<file path="src/rtl/inst_prefetch_pkg.sv">
// inst_prefetch shared definitions: FIFO geometry, FSM states,
// reset/chip-enable levels and the fetch bundle carried through the FIFO.
package inst_prefetch_pkg;

  localparam int FIFO_DEPTH = 4;
  localparam int FIFO_AW    = 2;

  localparam logic [FIFO_AW:0] FIFO_FULL = 3'd4;

  localparam logic [31:0] ZERO_WORD = 32'h0000_0000;
  localparam logic [31:0] PC_STEP   = 32'd4;

  localparam logic CHIP_ENABLE  = 1'b1;
  localparam logic CHIP_DISABLE = 1'b0;
  localparam logic RST_ENABLE   = 1'b1;

  typedef enum logic [1:0] {
    ST_BOOT = 2'd0,
    ST_RUN  = 2'd1,
    ST_HOLD = 2'd2
  } state_t;

  typedef struct packed {
    logic [31:0] pc;
    logic [31:0] inst;
  } fetch_t;

  function automatic logic [FIFO_AW:0] next_count(
    input logic [FIFO_AW:0] cnt,
    input logic             push,
    input logic             pop
  );
    return cnt + {2'b00, push} - {2'b00, pop};
  endfunction

endpackage

</file>
<file path="src/rtl/inst_prefetch_if.sv">
// inst_prefetch bus: ROM fetch port plus the ID-side handshake.
// master = prefetch unit, slave = ROM/decode environment.
interface inst_prefetch_if;

  logic        stall_i;
  logic        branch_flag_i;
  logic [31:0] branch_target_i;
  logic [31:0] inst_i;
  logic        inst_ce_o;
  logic [31:0] inst_addr_o;
  logic        id_valid_o;
  logic [31:0] id_pc_o;
  logic [31:0] id_inst_o;

  modport master (
    input  stall_i,
    input  branch_flag_i,
    input  branch_target_i,
    input  inst_i,
    output inst_ce_o,
    output inst_addr_o,
    output id_valid_o,
    output id_pc_o,
    output id_inst_o
  );

  modport slave (
    output stall_i,
    output branch_flag_i,
    output branch_target_i,
    output inst_i,
    input  inst_ce_o,
    input  inst_addr_o,
    input  id_valid_o,
    input  id_pc_o,
    input  id_inst_o
  );

endinterface

</file>
<file path="src/rtl/inst_prefetch_fifo.sv">
// prefetch_fifo: 4-entry {pc, inst} queue with flush that can
// optionally keep one survivor (the head, or the word pushed this cycle).
module prefetch_fifo
  import inst_prefetch_pkg::*;
(
  input  logic             clk,
  input  logic             rst,
  input  logic             push,
  input  logic             pop,
  input  logic             flush,
  input  logic             keep_head,
  input  fetch_t           wdata,
  output fetch_t           head,
  output logic [FIFO_AW:0] count
);

  fetch_t             mem [FIFO_DEPTH];
  logic [FIFO_AW-1:0] rd_ptr;
  logic [FIFO_AW-1:0] wr_ptr;
  logic               push_ok;
  logic               pop_ok;
  logic               empty;

  assign empty   = (count == '0);
  assign push_ok = push && (count != FIFO_FULL);
  assign pop_ok  = pop && !empty;
  assign head    = mem[rd_ptr];

  // Storage write; the slot at wr_ptr never aliases a kept head.
  always_ff @(posedge clk) begin
    if (push_ok) begin
      mem[wr_ptr] <= wdata;
    end
  end

  // Pointer/occupancy bookkeeping, flush outranks push/pop.
  always_ff @(posedge clk) begin
    if (rst == RST_ENABLE) begin
      rd_ptr <= '0;
      wr_ptr <= '0;
      count  <= '0;
    end else if (flush) begin
      if (keep_head && !empty && !pop_ok) begin
        wr_ptr <= rd_ptr + 2'd1;
        count  <= 3'd1;
      end else if (keep_head && empty && push_ok) begin
        wr_ptr <= wr_ptr + 2'd1;
        count  <= 3'd1;
      end else begin
        rd_ptr <= '0;
        wr_ptr <= '0;
        count  <= '0;
      end
    end else begin
      if (push_ok) begin
        wr_ptr <= wr_ptr + 2'd1;
      end
      if (pop_ok) begin
        rd_ptr <= rd_ptr + 2'd1;
      end
      count <= next_count(count, push_ok, pop_ok);
    end
  end

endmodule

</file>
<file path="src/rtl/inst_prefetch.sv">
// inst_prefetch: fetch FSM + PC in front of a 4-deep prefetch FIFO.
// Build macro DELAY_SLOT_EN keeps the branch delay-slot word on redirect.
module inst_prefetch
  import inst_prefetch_pkg::*;
(
  input logic             clk,
  input logic             rst,
  inst_prefetch_if.master bus
);

  state_t           state;
  logic [31:0]      pc;
  logic             ce;
  logic             push;
  logic             pop;
  logic             keep_head;
  logic             head_valid;
  logic [FIFO_AW:0] count;
  logic [FIFO_AW:0] count_nxt;
  fetch_t           head;
  fetch_t           wdata;

`ifdef DELAY_SLOT_EN
  assign keep_head = 1'b1;
`else
  assign keep_head = 1'b0;
`endif

  assign push       = (ce == CHIP_ENABLE);
  assign head_valid = (count != '0);
  assign pop        = head_valid && !bus.stall_i;
  assign count_nxt  = next_count(count, push, pop);
  assign wdata      = '{pc: pc, inst: bus.inst_i};

  prefetch_fifo u_fifo (
    .clk       (clk),
    .rst       (rst),
    .push      (push),
    .pop       (pop),
    .flush     (bus.branch_flag_i),
    .keep_head (keep_head),
    .wdata     (wdata),
    .head      (head),
    .count     (count)
  );

  // Fetch FSM with registered chip enable; branch redirects from any state.
  always_ff @(posedge clk) begin
    if (rst == RST_ENABLE) begin
      state <= ST_BOOT;
      ce    <= CHIP_DISABLE;
      pc    <= ZERO_WORD;
    end else if (bus.branch_flag_i) begin
      state <= ST_RUN;
      ce    <= CHIP_ENABLE;
      pc    <= bus.branch_target_i;
    end else begin
      unique case (state)
        ST_BOOT: begin
          state <= ST_RUN;
          ce    <= CHIP_ENABLE;
        end
        ST_RUN: begin
          pc <= pc + PC_STEP;
          if (count_nxt == FIFO_FULL) begin
            state <= ST_HOLD;
            ce    <= CHIP_DISABLE;
          end
        end
        ST_HOLD: begin
          if (pop) begin
            state <= ST_RUN;
            ce    <= CHIP_ENABLE;
          end
        end
        default: begin
          state <= ST_BOOT;
          ce    <= CHIP_DISABLE;
        end
      endcase
    end
  end

  assign bus.inst_ce_o   = ce;
  assign bus.inst_addr_o = pc;
  assign bus.id_valid_o  = head_valid;
  assign bus.id_pc_o     = head_valid ? head.pc : ZERO_WORD;
  assign bus.id_inst_o   = head_valid ? head.inst : ZERO_WORD;

endmodule

</file>
<file path="src/flat_wrapper.sv">
// flat-port wrapper written by rule: the top's interface ports become plain ports
module inst_prefetch_flat import inst_prefetch_pkg::*;
  (clk, rst, bus_stall_i, bus_branch_flag_i, bus_branch_target_i, bus_inst_i, bus_inst_ce_o, bus_inst_addr_o, bus_id_valid_o, bus_id_pc_o, bus_id_inst_o);
  inst_prefetch_if bus_i ();
  input logic clk;
  input logic rst;
  input wire logic [$bits(bus_i.stall_i)-1:0] bus_stall_i;
  input wire logic [$bits(bus_i.branch_flag_i)-1:0] bus_branch_flag_i;
  input wire logic [$bits(bus_i.branch_target_i)-1:0] bus_branch_target_i;
  input wire logic [$bits(bus_i.inst_i)-1:0] bus_inst_i;
  output wire logic [$bits(bus_i.inst_ce_o)-1:0] bus_inst_ce_o;
  output wire logic [$bits(bus_i.inst_addr_o)-1:0] bus_inst_addr_o;
  output wire logic [$bits(bus_i.id_valid_o)-1:0] bus_id_valid_o;
  output wire logic [$bits(bus_i.id_pc_o)-1:0] bus_id_pc_o;
  output wire logic [$bits(bus_i.id_inst_o)-1:0] bus_id_inst_o;
  assign bus_i.stall_i = bus_stall_i;
  assign bus_i.branch_flag_i = bus_branch_flag_i;
  assign bus_i.branch_target_i = bus_branch_target_i;
  assign bus_i.inst_i = bus_inst_i;
  assign bus_inst_ce_o = bus_i.inst_ce_o;
  assign bus_inst_addr_o = bus_i.inst_addr_o;
  assign bus_id_valid_o = bus_i.id_valid_o;
  assign bus_id_pc_o = bus_i.id_pc_o;
  assign bus_id_inst_o = bus_i.id_inst_o;
  inst_prefetch u_core (.clk(clk), .rst(rst), .bus(bus_i));
endmodule
</file>
<file path="config.mk">
export PLATFORM = sky130hd
export DESIGN_NAME = inst_prefetch_flat
export DESIGN_NICKNAME = d
export VERILOG_FILES = /design/src/rtl/inst_prefetch_pkg.sv /design/src/rtl/inst_prefetch_if.sv /design/src/rtl/inst_prefetch_fifo.sv /design/src/rtl/inst_prefetch.sv /design/src/flat_wrapper.sv
export SDC_FILE = /design/constraint.sdc
export NUM_CORES = 1
export LEC_CHECK = 0
export CORE_MARGIN = 1.5
export CORE_UTILIZATION = 30
export DETAILED_ROUTE_END_ITERATION = 7
export HOLD_SLACK_MARGIN = 0.12
export PLACE_DENSITY = 0.5
export SYNTH_ARGS = -nofsm -noshare
export SYNTH_HDL_FRONTEND = slang
export SYNTH_SLANG_ARGS = --single-unit
</file>
<file path="constraint.sdc">
create_clock -name clk -period 9.1 [get_ports clk]
set_clock_uncertainty 0.1 [all_clocks]
set_input_delay 1.365 -clock clk [delete_from_list [all_inputs] [get_ports clk]]
set_output_delay 1.365 -clock clk [all_outputs]
set_load 0.02 [all_outputs]
</file>
==> summary.md <==
| Metric | Value |
|---|---|
| FF+latch area | 8580 µm² |
| Sw frac | 23.7% |
| Worst slew pin tran | 1.05 ns |
| WP data arrival | 3.43 ns |
| CP cell instances | buf_4, mux4_2, and2_1, clkdlybuf4s50_1 |
| P_int | 2.49 mW |
| Vias in the first global route | 7127 |
| CTS root buffer | clkbuf_16 |
| I/O Pins | 166 |
| Crit end category | output pin |
| Syn_nets | 782 |
| Final hold slack | 0.425 ns |
| Worst IR Drop VDD | 0.0991 mV |
| Synthesized cell area | 12200 µm² |
| Syn avg cell area | 17.3 µm² |
| Post-synthesis xor/xnor area fraction | 1.35% |
| Max Freq | 204 MHz |
| Slowest-stage cell, CP | buf_4 |
| Net switching power | 0.774 mW |
| Synth Area in Adders | 1.25% |
| Clk pin slew, worst setup/hold paths | 0.06 ns |
| Largest family of logic cells by synthesized area | multiplexers |
| Pleak | 5.01 nW |
| Number of max-cap violations | 0 |
| Worst hold path class | reg -> reg |
| CORE AREA | 39900 µm² |
| Ratio of cells with drive above 1 in the final layout | 15.8% |
| CTS tree | yes |
| Routability Congestion | 0.754 |
| Die height | 205 µm |
| Post-Layout Cell Count | 1432 |
| Synth Area in Compound Gates | 3.73% |
| H-tree Lvls | 2 |
| Hold buffers post-CTS | 0 |
| Post_cts resized | 0 |
| RSZ-0062 raised after global routing | no |
| Multi-input gate area | 3410 µm² |
| WS Path Type | reg -> out |
| Total GRT Usage | 14.5% |
| # fillers | 3683 |
| Initial Util | 30.5% |
| Initial antenna violation count | 1 |
| Max Transition Viols Final | 0 |
| First-pass GRT wire length | 44700 µm |
| Dpl cells | 1370 |
| Top FF cell, synth | edfxtp_1 |
| # Post-CTS Setup Buffers | 0 |
| Routed Antenna Nets | 0 |
| Status | finished clean |
| Gate Count Post-Synth | 703 |
| CTS Buf Count | 36 |
| Final Hold Fails | 0 |
| Die area | 41800 µm² |
| Post-detail-place hpwl | 17800 µm |
| Gr ovfl total | 0 |
| Clock Path Buffers | 3 |
| Type of origin of the critical path | register |
| Total power | 3.27 mW |
| Pre-antenna DRT Iters | 5 |
| Ant diodes | 0 |
| Seq/Total Area, Yosys | 70.3% |
| Crit path max fanout | 42 |
| WL/cell | 20.8 µm |
| Fin crit period | 4.89 ns |
| Placed Instance Area | 14500 µm² |
| Synth Warn # | 0 |
| Relative slew slack | 30.2% |
| Clk sinks | 300 |
| Final Net Count | 962 |
| Yosys reg bits | 300 |
| Synth Area in Simple Gates | 9.40% |
| Synth async-reset ratio | 0% |
| CP peak stage delay | 0.80 ns |
| Post-route cell area | 15500 µm² |
| Gate power share | 10.8% |
| Routed WL | 29800 µm |
| Clock network fraction of design power | 40.4% |
| Vias | 6919 |
| Final worst-path cycle share | 53.8% |
| Standard-cell rows | 73 |
| DRC viols | 0 |
| Worst skew pair latency | 0.54 ns |
| Syn-to-layout area delta | 27.6% |
| DRT iter0 DRCs | 502 |
| Largest net degree at the start of global routing | 61 |
| Pwr Density | 210 nW/µm² |
| Critical Path RT | 7.64 ns |
| Final setup fails | 0 |
| Setup TNS | 0 ns |
| EDFF count, synth | 256 |
| Multiplexer share of the synthesized area | 12.2% |
| DIE WIDTH | 205 µm |
| Post-synth cell types | 56 |
| Via density | 4.83 |
| Port Buf Inserts | 165 |
| Sequential Power Share | 48.8% |
## layout by cell type (no fill, tap or decap), types with 9 or more instances in the layout
cell             netlist  final
clkbuf_16              0     37
nand3_1               11     11
mux4_2                64     64
nor2_1                40     40
inv_1                 21     20
buf_4                  0     11
xnor2_1               12     12
a211oi_1              16     16
dfxtp_1               44     42
ha_1                   9      9
edfxtp_1             256    256
and2_1                71     67
nand2_1               14     14
clkinv_1               0     11
clkdlybuf4s50_1        0    165
## stage by stage
step           util [%]  setup WS (ns)
3_3_place_gp       36.2           4.63
2_1_floorplan         -           5.95
4_1_cts            38.9           4.06
3_5_place_dp       36.2           4.65
5_1_grt            38.9           3.93
6_report           38.9           4.21
## metal layers
layer  global-route usage [%]  share of wire, %
met5                        0                 0
met3                     3.53               6.1
met4                     3.89               1.7
met2                     22.9                47
met1                     19.8                45
## sequential cells by signal, indices dropped and copies added, names as in the netlist, named ones only
name                    count
u_core.bus.inst_addr_o     32
u_core.bus.inst_ce_o        1
u_core.state                2
u_core.u_fifo.count         3
u_core.u_fifo.mem         256
u_core.u_fifo.rd_ptr        2
u_core.u_fifo.wr_ptr        2
## worst max-delay path: cells and delay by family, from the launching register on
kind                   cells  cell delay (ns)
buffers and inverters      2             1.33
flip-flops                 1             0.69
multiplexers               1             0.65
AND/OR/NAND/NOR            1             0.18
## power groups by stage
stage          clock network, mW  registers [mW]  logic, mW
2_1_floorplan                  0            1.62      0.178
3_3_place_gp                   0            1.62      0.361
3_5_place_dp                   0            1.62      0.360
4_1_cts                     1.36            1.60      0.362
5_1_grt                     1.42            1.60      0.382
6_report                    1.32            1.59      0.353
## layout make-up
cell class                 count  share of cell area, %
clock buffer                  40                   6.03
clock inverter                22                  0.958
inverter                      21                  0.507
multi-input combinational    348                   21.9
sequential                   300                   55.2
tap                          525                   4.23
timing repair buffer         176                   11.2
## synth_stat cells (2+ instances only)
cell	instances	area, µm²
nand2_1	14	52.6
nand4_1	8	50.1
and3_1	5	31.3
a311oi_1	6	52.6
nand3_1	11	55.1
a21oi_1	6	30.0
o21ai_0	5	25.0
and4_1	8	70.1
fa_1	2	40.0
buf_2	8	40.0
mux4_2	64	1440
a31oi_1	2	12.5
xor2_1	4	35.0
o31ai_1	4	30.0
edfxtp_1	256	7690
xnor2_1	12	105
a211o_1	2	17.5
a211oi_1	16	120
inv_1	21	78.8
a2111oi_0	3	26.3
nor3_2	2	20.0
mux2i_1	4	40.0
or3_1	2	12.5
nor4_1	7	43.8
or4_1	4	30.0
nor3_1	6	30.0
nand3b_1	4	30.0
and2_1	71	444
clkbuf_1	25	93.8
a2111oi_2	3	45.0
nor3b_1	2	15.0
nor2_1	40	150
dfxtp_1	44	881
a31o_2	2	17.5
ha_1	9	113
## cells by family (layout without fill, tap and decap cells)
group	Yosys count	in the layout
AO/OA/AOI/OAI	58	58
XOR/XNOR	17	17
adder cells (fa/ha/maj)	11	11
buffers and inverters	55	259
flip-flops	300	300
multiplexers	68	68
AND/OR/NAND/NOR	194	194
## worst paths after layout
path | slack (ns) | cells after the start | from | end
min | 0.43 | 2 | u_core.u_fifo.rd_ptr[1]$_SDFFE_PP0P_ | register
max | 4.21 | 4 | register | bus_id_pc_o[1]
max reg2reg | 6.13 | 11 | u_core.u_fifo.count[1]$_SDFF_PP0_ | u_core.state[1]$_SDFFE_PP0P_
min reg2reg | 0.43 | 2 | u_core.u_fifo.rd_ptr[1]$_SDFFE_PP0P_ | register
(Power assumes the default switching activity.)
